**src/rtl/hazard_tracker_pkg.sv**
```systemverilog
// Shared encodings for the hazard tracker: producer classes, forward selects,
// and the register-match rule that both operand paths use.
package hazard_tracker_pkg;

  localparam int REG_W = 5;

  typedef enum logic [1:0] {
    OP_NONE  = 2'b00,
    OP_ALU   = 2'b01,
    OP_LOAD  = 2'b10,
    OP_STORE = 2'b11
  } optype_e;

  typedef enum logic [1:0] {
    FWD_RF      = 2'b00,
    FWD_EX_ALU  = 2'b01,
    FWD_MEM_ALU = 2'b10,
    FWD_MEM_LD  = 2'b11
  } fwd_sel_e;

  // x0 is hardwired zero, so a stage writing rd=0 never produces a usable value.
  function automatic logic producer_match(
    input logic             used,
    input logic [REG_W-1:0] rs,
    input logic [REG_W-1:0] rd,
    input logic [1:0]       optype
  );
    return used && (rs == rd) && (rd != '0) &&
           ((optype == OP_ALU) || (optype == OP_LOAD));
  endfunction

endpackage

```
**src/rtl/hazard_stage_reg.sv**
```systemverilog
// One pipeline tracking stage: destination register, producer class and the
// store-data-from-load flag, cleared asynchronously by an active-low reset.
module hazard_stage_reg
  import hazard_tracker_pkg::*;
(
  input  logic             clk,
  input  logic             rst,
  input  logic [REG_W-1:0] next_rd,
  input  logic [1:0]       next_optype,
  input  logic             next_ls,
  output logic [REG_W-1:0] rd,
  output logic [1:0]       optype,
  output logic             ls
);

  always_ff @(posedge clk or negedge rst) begin
    if (!rst) begin
      rd     <= '0;
      optype <= OP_NONE;
      ls     <= 1'b0;
    end else begin
      rd     <= next_rd;
      optype <= next_optype;
      ls     <= next_ls;
    end
  end

endmodule

```
**src/rtl/hazard_tracker.sv**
```systemverilog
// Forwarding / load-use stall / branch flush control for a 5-stage RISC-V pipe.
// Tracks the destinations of the instructions in EX and MEM.
module hazard_tracker
  import hazard_tracker_pkg::*;
(
  input  logic             clk,
  input  logic             rst,
  input  logic [REG_W-1:0] rs1_ID,
  input  logic [REG_W-1:0] rs2_ID,
  input  logic [REG_W-1:0] rd_ID,
  input  logic             rs1use,
  input  logic             rs2use,
  input  logic [1:0]       hazard_optype_ID,
  input  logic             Branch_ID,
  output logic [1:0]       forward_ctrl_A,
  output logic [1:0]       forward_ctrl_B,
  output logic             forward_ctrl_ls,
  output logic             PC_EN_IF,
  output logic             reg_FD_EN,
  output logic             reg_FD_flush,
  output logic             reg_DE_flush
);

  logic [REG_W-1:0] ex_rd, mem_rd, ex_next_rd;
  logic [1:0]       ex_optype, mem_optype, ex_next_optype;
  logic             ex_ls, ex_next_ls;

  logic ex_hit1, ex_hit2, mem_hit1, mem_hit2;
  logic ex_is_load, id_is_store;
  logic stall, store_from_load;

  hazard_stage_reg u_ex_stage (
    .clk         (clk),
    .rst         (rst),
    .next_rd     (ex_next_rd),
    .next_optype (ex_next_optype),
    .next_ls     (ex_next_ls),
    .rd          (ex_rd),
    .optype      (ex_optype),
    .ls          (ex_ls)
  );

  // MEM's ls flag is never consumed: the store has already taken its data in EX.
  hazard_stage_reg u_mem_stage (
    .clk         (clk),
    .rst         (rst),
    .next_rd     (ex_rd),
    .next_optype (ex_optype),
    .next_ls     (ex_ls),
    .rd          (mem_rd),
    .optype      (mem_optype),
    .ls          ()
  );

  always_comb begin
    ex_hit1  = producer_match(rs1use, rs1_ID, ex_rd, ex_optype);
    ex_hit2  = producer_match(rs2use, rs2_ID, ex_rd, ex_optype);
    mem_hit1 = producer_match(rs1use, rs1_ID, mem_rd, mem_optype);
    mem_hit2 = producer_match(rs2use, rs2_ID, mem_rd, mem_optype);

    ex_is_load  = (ex_optype == OP_LOAD);
    id_is_store = (hazard_optype_ID == OP_STORE);

    // A store's rs2 can wait for load data until EX, so only its rs1 stalls.
    stall = ex_is_load && (ex_hit1 || (ex_hit2 && !id_is_store));

    store_from_load = id_is_store && ex_is_load && (rs2_ID == ex_rd) &&
                      (ex_rd != '0) && !stall;
  end

  always_comb begin
    forward_ctrl_A = FWD_RF;
    if (ex_hit1 && ex_optype == OP_ALU)        forward_ctrl_A = FWD_EX_ALU;
    else if (mem_hit1 && mem_optype == OP_ALU)  forward_ctrl_A = FWD_MEM_ALU;
    else if (mem_hit1 && mem_optype == OP_LOAD) forward_ctrl_A = FWD_MEM_LD;

    forward_ctrl_B = FWD_RF;
    if (ex_hit2 && ex_optype == OP_ALU)        forward_ctrl_B = FWD_EX_ALU;
    else if (mem_hit2 && mem_optype == OP_ALU)  forward_ctrl_B = FWD_MEM_ALU;
    else if (mem_hit2 && mem_optype == OP_LOAD) forward_ctrl_B = FWD_MEM_LD;
  end

  always_comb begin
    ex_next_rd     = rd_ID;
    ex_next_optype = hazard_optype_ID;
    ex_next_ls     = store_from_load;
    if (stall) begin
      ex_next_rd     = '0;
      ex_next_optype = OP_NONE;
      ex_next_ls     = 1'b0;
    end
  end

  // A stall outranks a branch: the branch re-resolves next cycle with forwarded data.
  always_comb begin
    forward_ctrl_ls = ex_ls;
    PC_EN_IF        = !stall;
    reg_FD_EN       = !stall;
    reg_DE_flush    = stall;
    reg_FD_flush    = Branch_ID && !stall;
  end

endmodule

```
**config.mk**
```make
export PLATFORM = sky130hd
export DESIGN_NAME = hazard_tracker
export DESIGN_NICKNAME = d
export VERILOG_FILES = /design/src/rtl/hazard_tracker_pkg.sv /design/src/rtl/hazard_stage_reg.sv /design/src/rtl/hazard_tracker.sv
export SDC_FILE = /design/constraint.sdc
export NUM_CORES = 1
export LEC_CHECK = 0
export CORE_AREA = 2 2 49 51
export CTS_CLUSTER_SIZE = 20
export DETAILED_ROUTE_END_ITERATION = 6
export DIE_AREA = 0 0 51 53
export PLACE_DENSITY = 0.87
export SLEW_MARGIN = 10
export SYNTH_ARGS = -nofsm -noshare
export SYNTH_HDL_FRONTEND = slang
export SYNTH_SLANG_ARGS = --single-unit
```
**constraint.sdc**
```tcl
create_clock -name clk -period 4.9 [get_ports clk]
set_input_delay 1.47 -clock clk [delete_from_list [all_inputs] [get_ports clk]]
set_output_delay 1.47 -clock clk [all_outputs]
set_load 0.05 [all_outputs]
```
# Word-level counts from Yosys, hierarchy flattened

Cells that the tools add are included.

Flip-flop bits (word level): 15
Logic and storage cells: 55
Output and inout port bits: 9
Input port bits: 22

Equal/unequal tests: 9
Reductions and logical operators: 32
Multiplexer cells: 9

Operators by type and width:

| operator             | count |
|---|---|
| $logic_and A1 B1 Y1  | 25 |
| $eq A5 B5 Y1         | 4 |
| $mux W2              | 7 |
| $reduce_bool A5 Y1   | 2 |
| $eq A2 B2 Y1 const B | 3 |
| $mux W5              | 1 |
| $eq A2 B1 Y1 const B | 2 |
| $logic_or A1 B1 Y1   | 3 |
| $logic_not A1 Y1     | 2 |
| $mux W1              | 1 |

# Logic depth before layout (Yosys ltp)

Gate-level depths: netlist of run 1.

Depth in word-level cells: 10
Mapped depth: 7
Depth with buffers taken out: 6

# Modules after synthesis

From an unflattened synthesis of run 1, not the netlist that was laid out.

Cells, all modules: 88
Area, all modules: 985.9 sq um

Modules (own cells, without submodules):

| module           | cells an instance | seq. area each (sq um) | area an instance (sq um) | instances |
|---|---|---|---|---|
| hazard_tracker   | 72                | 0.0                    | 585.6                    | 1 |
| hazard_stage_reg | 8                 | 200.2                  | 200.2                    | 2 |

# Worst setup path after synthesis of run 1

Ideal clock, no wire load.

Path type: input-to-output
From: input port rs1_ID[1]
To: output port forward_ctrl_A[1]
Arrival: 3.339 ns
Slack: 0.091 ns
Stages on the path: 3
Data required time: 3.430 ns
Buffers on the path: 0
Path through: xor2_1 > or4_1 > a211oi_1

Cells in the longest elaborated chain, start to end: 8
Elaborated cells on any way between the ends: 14
Classes of those cells: eq/ne (2); mux (3); reduce/logical (9)

RTL lines:

| what                             | RTL line                 | text |
|---|---|---|
| start: declaration               | hazard_tracker.sv:8      | `input logic [REG_W-1:0] rs1_ID,` |
| $eq A5 B5 Y1                     | hazard_tracker_pkg.sv:28 | `return used && (rs == rd) && (rd != '0) &&` |
| $logic_and A1 B1 Y1 (3 in a row) | hazard_tracker_pkg.sv:28 |  |
| $logic_and A1 B1 Y1              | hazard_tracker.sv:75     | `else if (mem_hit1 && mem_optype == OP_LOAD) forward_ctrl_A = FWD_MEM_LD;` |
| $mux W2                          | hazard_tracker.sv:75     |  |
| $mux W2                          | hazard_tracker.sv:74     | `else if (mem_hit1 && mem_optype == OP_ALU) forward_ctrl_A = FWD_MEM_ALU;` |
| $mux W2 *                        | hazard_tracker.sv:73     | `if (ex_hit1 && ex_optype == OP_ALU) forward_ctrl_A = FWD_EX_ALU;` |
| end: declaration                 | hazard_tracker.sv:15     | `output logic [1:0] forward_ctrl_A,` |

Mark *: on every way between the ends. The rest lies on a longest branch, timed or not.

# Final worst setup path of run 1

From: input port rs1_ID[4]
To: output port forward_ctrl_A[1]

Same word-level chain as after synthesis.

==> run metrics, run 1 <==
#FFs+latches synth=15; clock tree sinks=15; critical path type=primary input to primary output; Worst VDD drop=0.108 mV; most frequent cells in the layout=clkdlybuf4s50_1 (22), xnor2_1 (17), dfrtp_1 (15), nor3b_1 (9); RSZ-0062 raised after global routing=no; Util after Layout=62.4%; routability cong.=0.885; CP endpoint kind=primary output; setup violators final=0; clk slew on worst S/H paths=80 ps; CTS buffer count=3; max-slew violation count=0; Site Rows=17; setup TNS=0 ps; cts repair resizes=0; I/O Buffers=30; Die Wd=51 µm; actual slew at the worst max-slew pin=638 ps; Worst EP arrival=3290 ps; HP Start=u_ex_stage.optype[1]; H-tree levels=1; hold crit path type=register to register; vias=776; largest net degree at the start of global routing=16; DP HPWL=1690 µm; Sw Pwr=0.0748 mW; Top Ports=31; GRT Total Usage=17.8%; Routed WL=2080 µm; Gate Count Post-Synth=89; post-synth cell types=29; Sw Share=27.7%; Slew HR=57.3%; clock skew=0.563 ps; commonest non-fill, non-tap cell in the layout=clkdlybuf4s50_1; root buffer cell=clkbuf_4; Routed WL per cell=13.7 µm; clock power share=25.7%; cell leakage power=0.520 nW; worst reg2reg startpoint=u_ex_stage.rd[2]; Syn-to-layout area delta=42.6%; CP Launch Point=rs1_ID[4]; total chip power=0.270 mW; die area=0.00270 mm²; post-synthesis adder-cell area fraction=5.33%; Required @ worst endpoint=3430 ps; CTS tree=yes; Max Freq=0.210 GHz; Sequential Power Share=50.9%; initial antenna violation count=0; Seq/Total Area, Yosys=39.9%; buffer count from post-CTS setup fixing=0; outcome=finished clean; total gr overflow=0; post-layout net count=151; n_diodes=0; first-pass GRT wire length=3510 µm; worst-skew pair later-pin latency=280 ps; crit path launch type=primary input; vias in the first global route=831; Routed Antenna Nets=0; Logic pwr share=23.4%; Starting Density=43.7%; post-synth net total=115; largest family of logic cells by synthesized area=simple AND/OR/NAND/NOR gates; DRT iter0 DRCs=2; Die Y-Extent=53 µm; syn_area_per_cell=10.6 µm²; Clock Path Buffers=2; Non-Filler Instances=152; Placed Cells=148; core footprint=0.00215 mm²; PD cells=201 mW/mm²; multiplexer share of the synthesized area=0%; Synth Warn #=0; Synth Area in XOR/XNOR=18.6%; final hold viol count=0; number of max-cap violations=0; first-pass iteration count of the detailed router=3; Vias/cell=5.11; compound-gate portion of the synthesized area=6.26%; simple-gate portion of the synthesized area=26.6%; Synth Cell Area=940 µm²; layout cell share with drive strength beyond 1=16.1%; Post-CTS Hold Buffers=0; Crit Path Max Fanout=2; period utilization=97.1%; Final min period=4760 ps; drc violations=0; P_int=0.195 mW
## synth_stat cells, drive strengths merged
master   instances  area share, %
xnor2           17             16
dfrtp           15             40
nor3b           10            8.5
inv              6            2.4
ha               4            5.3
nor4             4            4.9
nand2            3            1.2
nand3            3            1.6
nand4            3            2.0
nor2             3            1.2
nor3             3            1.6
or4              3            2.8
xor2             3            2.8
o21ai            2            2.3
a211oi           1           0.80
a21oi            1           0.53
a31o             1           0.93
buf              1           0.80
nand2b           1           0.67
nor2b            1           0.67
o21a             1           0.80
o2bb2ai          1           0.93
or2              1           0.67
or3              1           0.80
## cell families after synthesis
| kind of cell | Yosys count |
|---|---|
| AO/OA/AOI/OAI | 7 |
| AND/OR/NAND/NOR | 36 |
| flip-flops | 15 |
| XOR/XNOR | 20 |
| adder cells (fa/ha/maj) | 4 |
| buffers and inverters | 7 |
## sequential cells by signal, summed over array words and instances (netlist names)
signal,count
u_ex_stage.optype,2
u_mem_stage.rd,5
u_ex_stage.ls,1
u_ex_stage.rd,5
u_mem_stage.optype,2
## power by group through the flow
| stage | Combinational, mW | Sequential, mW | Clock (mW) |
|---|---|---|---|
| floorplan | 0.0339 | 0.138 | 0 |
| global placement | 0.0608 | 0.139 | 0 |
| detailed placement | 0.0627 | 0.140 | 0 |
| CTS | 0.0633 | 0.137 | 0.0713 |
| global route | 0.0693 | 0.138 | 0.0772 |
| finish | 0.0629 | 0.137 | 0.0693 |
## metal layers
layer | routed length [µm] | vias up | track usage [%]
met2 | 1030 | 28 | 32.7
met1 | 903 | 360 | 19.7
li1 | - | 383 | -
met5 | 0 | - | 0
met3 | 105 | 5 | 3.39
met4 | 46 | 0 | 8.11
## cell type report
type,instances,area [µm²]
Multi-Input combinational cell,67,534
Sequential cell,15,375
Timing Repair Buffer,32,345
Fill cell,168,808
Tap cell,28,35.0
Inverter,6,22.5
Clock buffer,3,22.5
Clock inverter,1,5.00
## through the flow
stage	setup WS, ps	area (µm²)	hold WS (ps)
final	144	1340	409
after global routing	93.5	1340	440
after CTS	155	1340	410
after detailed placement	160	1310	391
after global placement	240	1310	392
after floorplan	90.6	940	378
## path summary, 6_finish.rpt
check                      cells after the start  slack [ps]               endpoint
setup / recovery                               6         140      forward_ctrl_A[1]
hold / removal                                 0         410  u_mem_stage.optype[1]
setup reg to reg                               5        3090       u_ex_stage.rd[2]
hold reg to reg                                0         410  u_mem_stage.optype[1]
max in group asynchronous                      1        2920      u_mem_stage.rd[0]
min in group asynchronous                      1        1570  u_mem_stage.optype[0]
## critical path, cell delays in order
cell and delay [ps]:
clkdlybuf4s50_1 530, xnor2_1 130, nand4_1 100, or4_1 430
a211oi_1 420, buf_12 200
(Power assumes the default switching activity.)
==> run 2: changes to the inputs <==
Settings changed: PLACE_DENSITY 0.87 to 0.76.
==> run 2 against run 1 <==
Via count rose by 1.9%. Combinational power barely moved. Flip-flop and latch count did not move. Worst hold slack improved by 1.5 ps. Sequential share of layout area fell by 0.052 points. Global-route usage fell by 0.68 points. Clock skew rose by 4.2 ps. Largest power group unchanged. Highest routed layer unchanged.
==> run metrics, run 2 (synthesized netlist as in run 1, its figures left out) <==
register area=375 µm²; DP HPWL=1700 µm; CTS tree=yes; H-tree levels=1; Syn-to-layout area delta=42.9%; Vias/cell=5.20; Starting Density=43.7%; Crit Reg-Reg Endpoint=u_ex_stage.optype[0]; Setup WS post-layout=168 ps; total gr overflow=0; DRT iter0 DRCs=12; buffer count from post-CTS setup fixing=0; period utilization=96.6%; RSZ-0062 raised after global routing=no; number of max-cap violations=0; Util after Layout=62.5%; clock skew=4.80 ps; vias in the first global route=816; r2r setup slk=3090 ps; die area=0.00270 mm²; setup TNS=0 ps; Routed Antenna Nets=0; Non-Filler Instances=152; Routed WL=2050 µm; cts repair resizes=0; GRT Total Usage=17.1%; Max Freq=0.211 GHz; root buffer cell=clkbuf_4; setup violators final=0; core footprint=0.00215 mm²; largest net degree at the start of global routing=16; worst reg2reg startpoint=u_ex_stage.rd[2]; initial antenna violation count=0; max-slew violation count=0; Post-CTS Hold Buffers=0; Slew HR=56.8%; HP Start=u_ex_stage.optype[0]; Die Y-Extent=53 µm; pre-CTS WS=187 ps; vias=791; CTS buffer count=3; Die Wd=51 µm; critical path type=primary input to primary output; hold crit path type=register to register; clk slew on worst S/H paths=80 ps; fill count=174; drc violations=0; routability cong.=0.801; Clock Path Buffers=2; Reg2Reg Depth=5; Top Ports=31; Site Rows=17; commonest non-fill, non-tap cell in the layout=clkdlybuf4s50_1; PD cells=201 mW/mm²; Placed Cells=148; I/O Buffers=30; Worst Hold Path Cells=0; crit path launch type=primary input; layout cell share with drive strength beyond 1=16.1%; Required @ worst endpoint=3430 ps; Worst Hold End=u_mem_stage.optype[0]; worst-skew pair later-pin latency=280 ps; Routed WL per cell=13.5 µm; Regs by FF count=u_ex_stage.rd x5, u_mem_stage.rd x5; n_diodes=0; Crit Path Max Fanout=2; post-layout net count=151; final hold viol count=0; placed cell areas=0.00131 mm²; outcome=finished clean; first-pass iteration count of the detailed router=4; Worst VDD drop=0.147 mV; first-pass GRT wire length=3400 µm; Worst EP arrival=3260 ps; clock tree sinks=15; CP endpoint kind=primary output; most frequent cells in the layout=clkdlybuf4s50_1 (22), xnor2_1 (17), dfrtp_1 (15), nor3b_1 (9); Final min period=4730 ps; Design Area, Final=0.00134 mm²; actual slew at the worst max-slew pin=645 ps; cell leakage power=0.516 nW; multi-input logic area=534 µm²
==> run 2: per-stage QoR <==
step | total power [mW] | hold slack (ps)
2_1_floorplan | 0.172 | 378
3_3_place_gp | 0.201 | 392
3_5_place_dp | 0.203 | 391
4_1_cts | 0.273 | 412
5_1_grt | 0.287 | 429
6_report | 0.269 | 411
==> run 2: layout make-up <==
type	count	share of cell area [%]
well taps	28	2.61
multi-input cells	67	39.8
flip-flops and latches	15	28.0
clock inverters	1	0.559
inverters	6	1.68
repair buffers	32	25.7
clock buffers	3	1.68
==> run 2: worst max path at each step <==
| stage | startpoint | to | slack [ps] |
|---|---|---|---|
| 2_1_floorplan | rs1_ID[1] | forward_ctrl_A[1] | 90 |
| 3_3_place_gp | rs1_ID[2] | forward_ctrl_A[1] | 230 |
| 3_5_place_dp | rs1_ID[0] | forward_ctrl_A[1] | 190 |
| 4_1_cts | rs1_ID[0] | forward_ctrl_A[1] | 170 |
| 5_1_grt | rs1_ID[0] | forward_ctrl_A[1] | 110 |
| 6_report | rs1_ID[0] | forward_ctrl_A[1] | 170 |
==> run 2: per-layer routing <==
layer / vias to the layer above / share of wire, % / global-route usage, %
met2: 34 / 51 / 32.5
met5: - / 0 / 0
met1: 372 / 41 / 18.8
met3: 2 / 6.0 / 2.82
met4: 0 / 1.0 / 6.76
li1: 383 / - / -
==> run 2: power breakdown <==
group	internal, mW	switching [mW]
Sequential	0.130	0.00752
Clock	0.0309	0.0380
Combinational	0.0345	0.0285
==> run 2: worst max-delay path, stage by stage <==
cell	delay, ps
clkdlybuf4s50_1	520
xnor2_1	130
nand4_1	110
or4_1	440
a211oi_1	390
buf_12	190
